**src/rtl/tag_retire.sv**
```systemverilog
// Per-column result capture with in-order drain; col_valid to out_valid in 2 cycles, >=2 cycles/result.
// Backpressure: output held in SEND until out_ready; tag_lock tells the allocator which slots may refill.
module tag_retire #(
  parameter int NUM_COL    = 8,
  parameter int DATA_WIDTH = 32,
  parameter int ACC_WIDTH  = 32,
  localparam int PW        = (NUM_COL > 1) ? $clog2(NUM_COL) : 1
) (
  input  logic                                 clk,
  input  logic                                 rst,
  input  logic                                 flush,
  input  logic [NUM_COL-1:0]                   col_valid,
  input  logic [NUM_COL-1:0][DATA_WIDTH-1:0]   col_tag,
  input  logic [NUM_COL-1:0][ACC_WIDTH-1:0]    col_data,
  output logic [NUM_COL-1:0]                   tag_lock,
  output logic                                 out_valid,
  input  logic                                 out_ready,
  output logic [DATA_WIDTH-1:0]                out_tag,
  output logic [ACC_WIDTH-1:0]                 out_data,
  output logic [PW-1:0]                        out_col,
  output logic                                 round_done,
  output logic                                 err_mismatch,
  output logic                                 err_overflow
);

  typedef enum logic {S_WAIT, S_SEND} state_t;

  state_t                               r_state, w_state_nxt;
  logic [NUM_COL-1:0]                   r_full;
  logic [NUM_COL-1:0][DATA_WIDTH-1:0]   r_tag;
  logic [NUM_COL-1:0][ACC_WIDTH-1:0]    r_data;
  logic [PW-1:0]                        r_ptr;
  logic [DATA_WIDTH-1:0]                r_round_tag;
  logic                                 r_round_tag_vld;
  logic [DATA_WIDTH-1:0]                r_out_tag;
  logic [ACC_WIDTH-1:0]                 r_out_data;
  logic [PW-1:0]                        r_out_col;
  logic                                 r_round_done;
  logic                                 r_err_mismatch;
  logic                                 r_err_overflow;

  logic                                 w_load;
  logic                                 w_accept;
  logic                                 w_last;
  logic                                 w_ovf;
  logic [NUM_COL-1:0]                   w_acc_col;
  logic [NUM_COL-1:0]                   w_cap;

  assign w_last = (r_ptr == PW'(NUM_COL - 1));

  always_ff @(posedge clk or posedge rst) begin
    if (rst) r_state <= S_WAIT;
    else     r_state <= w_state_nxt;
  end

  // Flush overrides an accept in the same cycle.
  always_comb begin
    w_state_nxt = r_state;
    w_load      = 1'b0;
    w_accept    = 1'b0;
    case (r_state)
      S_WAIT: begin
        if (!flush && r_full[r_ptr]) begin
          w_state_nxt = S_SEND;
          w_load      = 1'b1;
        end
      end
      S_SEND: begin
        if (flush) begin
          w_state_nxt = S_WAIT;
        end else if (out_ready) begin
          w_state_nxt = S_WAIT;
          w_accept    = 1'b1;
        end
      end
      default: w_state_nxt = S_WAIT;
    endcase
  end

  // A slot being drained this cycle may be refilled in the same cycle.
  always_comb begin
    w_acc_col = '0;
    w_cap     = '0;
    for (int i = 0; i < NUM_COL; i++) begin
      w_acc_col[i] = w_accept && (r_ptr == PW'(i));
      w_cap[i]     = col_valid[i] && !flush && (!r_full[i] || w_acc_col[i]);
    end
    w_ovf = !flush && (|(col_valid & r_full & ~w_acc_col));
  end

  always_ff @(posedge clk or posedge rst) begin
    if (rst) begin
      r_full <= '0;
      r_tag  <= '0;
      r_data <= '0;
    end else if (flush) begin
      r_full <= '0;
    end else begin
      for (int i = 0; i < NUM_COL; i++) begin
        if (w_cap[i]) begin
          r_full[i] <= 1'b1;
          r_tag[i]  <= col_tag[i];
          r_data[i] <= col_data[i];
        end else if (w_acc_col[i]) begin
          r_full[i] <= 1'b0;
        end
      end
    end
  end

  always_ff @(posedge clk or posedge rst) begin
    if (rst) begin
      r_out_tag  <= '0;
      r_out_data <= '0;
      r_out_col  <= '0;
    end else if (w_load) begin
      r_out_tag  <= r_tag[r_ptr];
      r_out_data <= r_data[r_ptr];
      r_out_col  <= r_ptr;
    end
  end

  // The round tag is taken from column 0 as it drains; later columns compare against it.
  always_ff @(posedge clk or posedge rst) begin
    if (rst) begin
      r_ptr           <= '0;
      r_round_tag     <= '0;
      r_round_tag_vld <= 1'b0;
      r_round_done    <= 1'b0;
      r_err_mismatch  <= 1'b0;
      r_err_overflow  <= 1'b0;
    end else begin
      r_round_done <= 1'b0;
      if (w_ovf) r_err_overflow <= 1'b1;
      if (flush) begin
        r_ptr           <= '0;
        r_round_tag_vld <= 1'b0;
      end else if (w_accept) begin
        if (r_ptr == '0) begin
          r_round_tag     <= r_out_tag;
          r_round_tag_vld <= 1'b1;
        end else if (r_round_tag_vld && (r_out_tag != r_round_tag)) begin
          r_err_mismatch <= 1'b1;
        end
        if (w_last) begin
          r_ptr           <= '0;
          r_round_done    <= 1'b1;
          r_round_tag_vld <= 1'b0;
        end else begin
          r_ptr <= r_ptr + 1'b1;
        end
      end
    end
  end

  assign tag_lock     = ~r_full;
  assign out_valid    = (r_state == S_SEND);
  assign out_tag      = r_out_tag;
  assign out_data     = r_out_data;
  assign out_col      = r_out_col;
  assign round_done   = r_round_done;
  assign err_mismatch = r_err_mismatch;
  assign err_overflow = r_err_overflow;

endmodule

```
**config.mk**
```make
export PLATFORM = sky130hd
export DESIGN_NAME = tag_retire
export DESIGN_NICKNAME = d
export VERILOG_FILES = /design/src/rtl/tag_retire.sv
export SDC_FILE = /design/constraint.sdc
export NUM_CORES = 1
export LEC_CHECK = 0
export CORE_MARGIN = 2
export CORE_UTILIZATION = 40
export CTS_CLUSTER_DIAMETER = 200
export CTS_CLUSTER_SIZE = 28
export DETAILED_ROUTE_END_ITERATION = 6
export GPL_ROUTABILITY_DRIVEN = 0
export PLACE_DENSITY = 0.74
export SLEW_MARGIN = 30
export SYNTH_ARGS = -nofsm -noshare
export SYNTH_HDL_FRONTEND = slang
export SYNTH_SLANG_ARGS = --single-unit
```
**constraint.sdc**
```tcl
create_clock -name clk -period 20.9 [get_ports clk]
set_input_delay 4.18 -clock clk [delete_from_list [all_inputs] [get_ports clk]]
set_output_delay 4.18 -clock clk [all_outputs]
set_load 0.1 [all_outputs]
```
==> flow_summary.ini <==
[run_status]
run_status = finished, final reports clean

[timing]
hold_viol_final = 0
setup_tns_ps = 0
max_freq_ghz = 0.138
slew_violations = 0
min_period_ps = 7230
slew-limit-headroom = 0.297
setup_viol = 0
grt_setup_unrepaired = no
timing.final.crit_share = 0.346
fin_skew_ps = 20.2
worstMarginPinSlew_ps = 1050

[yosys]
synthMuxAreaShare = 0.322
yosysUniqueCellTypes = 45
synth_compound_area_frac = 0.0217
syn_avg_cell_area_um2 = 14.7
syn_nets = 2422
yosys.area_share.simple = 0.0518
ys_warn_count = 0
ys_async_sr_fraction = 1.00
synth_adder_area_share = 0.00270
yosysSeqAreaShare = 0.564
postSynthCellCount = 1892
synthFlopType = dfrtp_1
synth_edf_count = 0
syn-cell-area_um2 = 27800
synth_xor_area_frac = 0.0101
synth_seq_cells = 627
synth_top_family_by_area = multiplexers

[die]
core_um2 = 68700
start_util = 0.405
dieArea_um2 = 71600
ioPinCount = 603
std_cell_rows = 96
die_x_um = 268
die_y_um = 268

[clock_network]
clkSinkCount = 627
cts_max_path_buffers = 3
postCtsSetupBuffers = 0
cts-root-buf = clkbuf_16
clk_pin_slew_ps = 110
cts_tree = built
cts_resized = 0
cts-htree-levels = 1
insertion_delay_ps = 610
postCtsHoldBufs = 0
cts_buffers = 26

[power]
peakVddDrop_v = 0.0000977
pwr_density_cell_nw_per_um2 = 103
p_leak_nw = 14.5

[placement]
placed_cell_area_um2 = 34500
hpwl_um = 60400
port_buffers = 602
post-place-cells = 3335

[worst_setup_path]
crit_path_top_delay_cell = buf_4
crit_start = rst
path_class = input pin to async pin
reg2reg_depth = 7
r2r_start = r_ptr[1]$_DFFE_PP0P_
slowest_delay_ps = 750
cp-end-kind = async pin
crit_end = out_data[15]$_DFFE_PP0P_
reg2reg_slack_ps = 16960
arrival_ps = 7920
critPathLaunchType = input pin
path_buf_inv = 6
critical_path_cell_count = 6
crit_top_cell = buf_6
cp.required_ps = 21590
critPathMaxFanout = 76
r2r_end = r_data[236]$_DFFE_PP0P_
crit_family = buffers and inverters
crit_chain = clkdlybuf4s50_1 -> clkinvlp_4 -> buf_6 -> buf_4 -> buf_6 -> buf_6

[routing]
wl_per_cell_um = 25.2
via_count = 18100
drc_errors = 0
antenna_left = 0
wl_um = 85200
drtIter0Drc = 1209
firstDrtPassIters = 5
via_per_inst = 5.36

[grt]
grtUsageTotal = 0.235
grt_pass1_vias = 19800
antenna_found_initial = 27
grt_pass1_wl_um = 125000
grt-ovfl-total = 0
grt_max_degree = 77

[final_layout]
nets = 2963
drive_gt1_frac = 0.303
syn_to_final_growth_pct = 26.9
final_area_um2 = 35300
final_cell_mix = 624 x dfrtp_1, 572 x clkdlybuf4s50_1, 440 x mux2_2, 235 x nand2_1, 129 x mux4_2
fillers = 5829
final_common_cell = dfrtp_1
stdcell_count = 3383

[worst_hold_path]
hold_path_class = flip-flop to flip-flop

[flow_run]
cap_viol_max_count = 0
-- flip-flops by register name, indices dropped and copies added, names as in the netlist --
register	count
err_mismatch	1
err_overflow	1
out_col	3
out_data	32
out_tag	32
out_valid	1
r_data	256
r_full	8
r_ptr	3
r_round_tag	32
r_round_tag_vld	1
r_tag	256
round_done	1
-- metrics by stage --
stage	util	setup WS (ps)	power, mW	hold slack (ps)
CTS	0.513	12720	3.66	508
floorplan	-	8160	2.62	459
finish	0.514	13670	3.63	506
global route	0.514	13100	3.79	519
global placement	0.503	12220	3.02	470
detailed placement	0.503	12050	3.05	482
-- power breakdown --
part / internal [mW] / switching (mW) / total, mW
registers: 1.49 / 0.206 / 1.70
logic: 0.518 / 0.795 / 1.31
clock network: 0.236 / 0.385 / 0.621
-- how the worst min path moves through the flow --
stage / from / to / slack [ps] / cells past startpoint
floorplan: r_tag[53]$_DFFE_PP0P_ / r_tag[53]$_DFFE_PP0P_ / 460 / 1
CTS: r_tag[54]$_DFFE_PP0P_ / r_tag[54]$_DFFE_PP0P_ / 510 / 1
detailed placement: r_tag[54]$_DFFE_PP0P_ / r_tag[54]$_DFFE_PP0P_ / 480 / 1
global route: r_data[137]$_DFFE_PP0P_ / r_data[137]$_DFFE_PP0P_ / 520 / 1
finish: r_tag[54]$_DFFE_PP0P_ / r_tag[54]$_DFFE_PP0P_ / 510 / 1
global placement: r_tag[11]$_DFFE_PP0P_ / r_tag[11]$_DFFE_PP0P_ / 470 / 1
-- synth_stat cells (2+ instances only) --
cell type / number / area, µm²
mux2_4: 60 / 901
dfrtp_1: 627 / 15700
buf_4: 5 / 37.5
clkbuf_1: 23 / 86.3
nand3_1: 4 / 20.0
or3b_1: 2 / 17.5
mux2_2: 440 / 4950
nand2b_1: 3 / 18.8
nand2_1: 236 / 886
ha_1: 6 / 75.1
nand4_1: 2 / 12.5
nor3_1: 2 / 10.0
buf_1: 6 / 22.5
inv_1: 13 / 48.8
nor2b_1: 4 / 25.0
buf_6: 21 / 236
a211oi_1: 2 / 15.0
mux4_2: 129 / 2910
buf_2: 69 / 345
nor2_1: 79 / 297
nor4_1: 8 / 50.1
a32oi_1: 2 / 17.5
nand3b_1: 4 / 30.0
a21oi_2: 2 / 17.5
a21oi_1: 10 / 50.1
a31oi_1: 67 / 419
o211ai_1: 3 / 22.5
mux2_1: 15 / 169
xor2_1: 32 / 280
-- worst reg2reg max path, cell delays in order, from the launching register on --
cell and delay, ps:
dfrtp_4 860, buf_16 310, ha_1 230, ha_1 250
nand2_1 140, a21oi_4 760, buf_4 800, mux2_2 470
-- per-layer routing --
metal	vias to the layer above	part of all wire	track usage
li1	7826	-	-
met1	9525	0.39	0.289
met2	634	0.50	0.398
met3	150	0.078	0.0604
met4	14	0.036	0.0913
met5	-	0.0011	0
-- logic make-up (layout without fill, tap and decap cells) --
kind of cell	count (synthesis)	in the layout
AO/OA/AOI/OAI	92	92
adder cells (fa/ha/maj)	6	6
other	0	18
multiplexers	645	645
buffers and inverters	137	679
AND/OR/NAND/NOR	353	353
flip-flops	627	627
XOR/XNOR	32	32
-- final cells by class --
cell class,count,area [µm²],area share
clock buffers,28,679,0.0193
well taps,931,1160,0.0330
inverters,13,53.8,0.00152
flip-flops and latches,627,15700,0.445
multi-input cells,1128,11400,0.322
diodes,18,45.0,0.00128
clock inverters,1,20.0,0.000567
repair buffers,637,6250,0.177
Power figures use the tool's default switching activity.
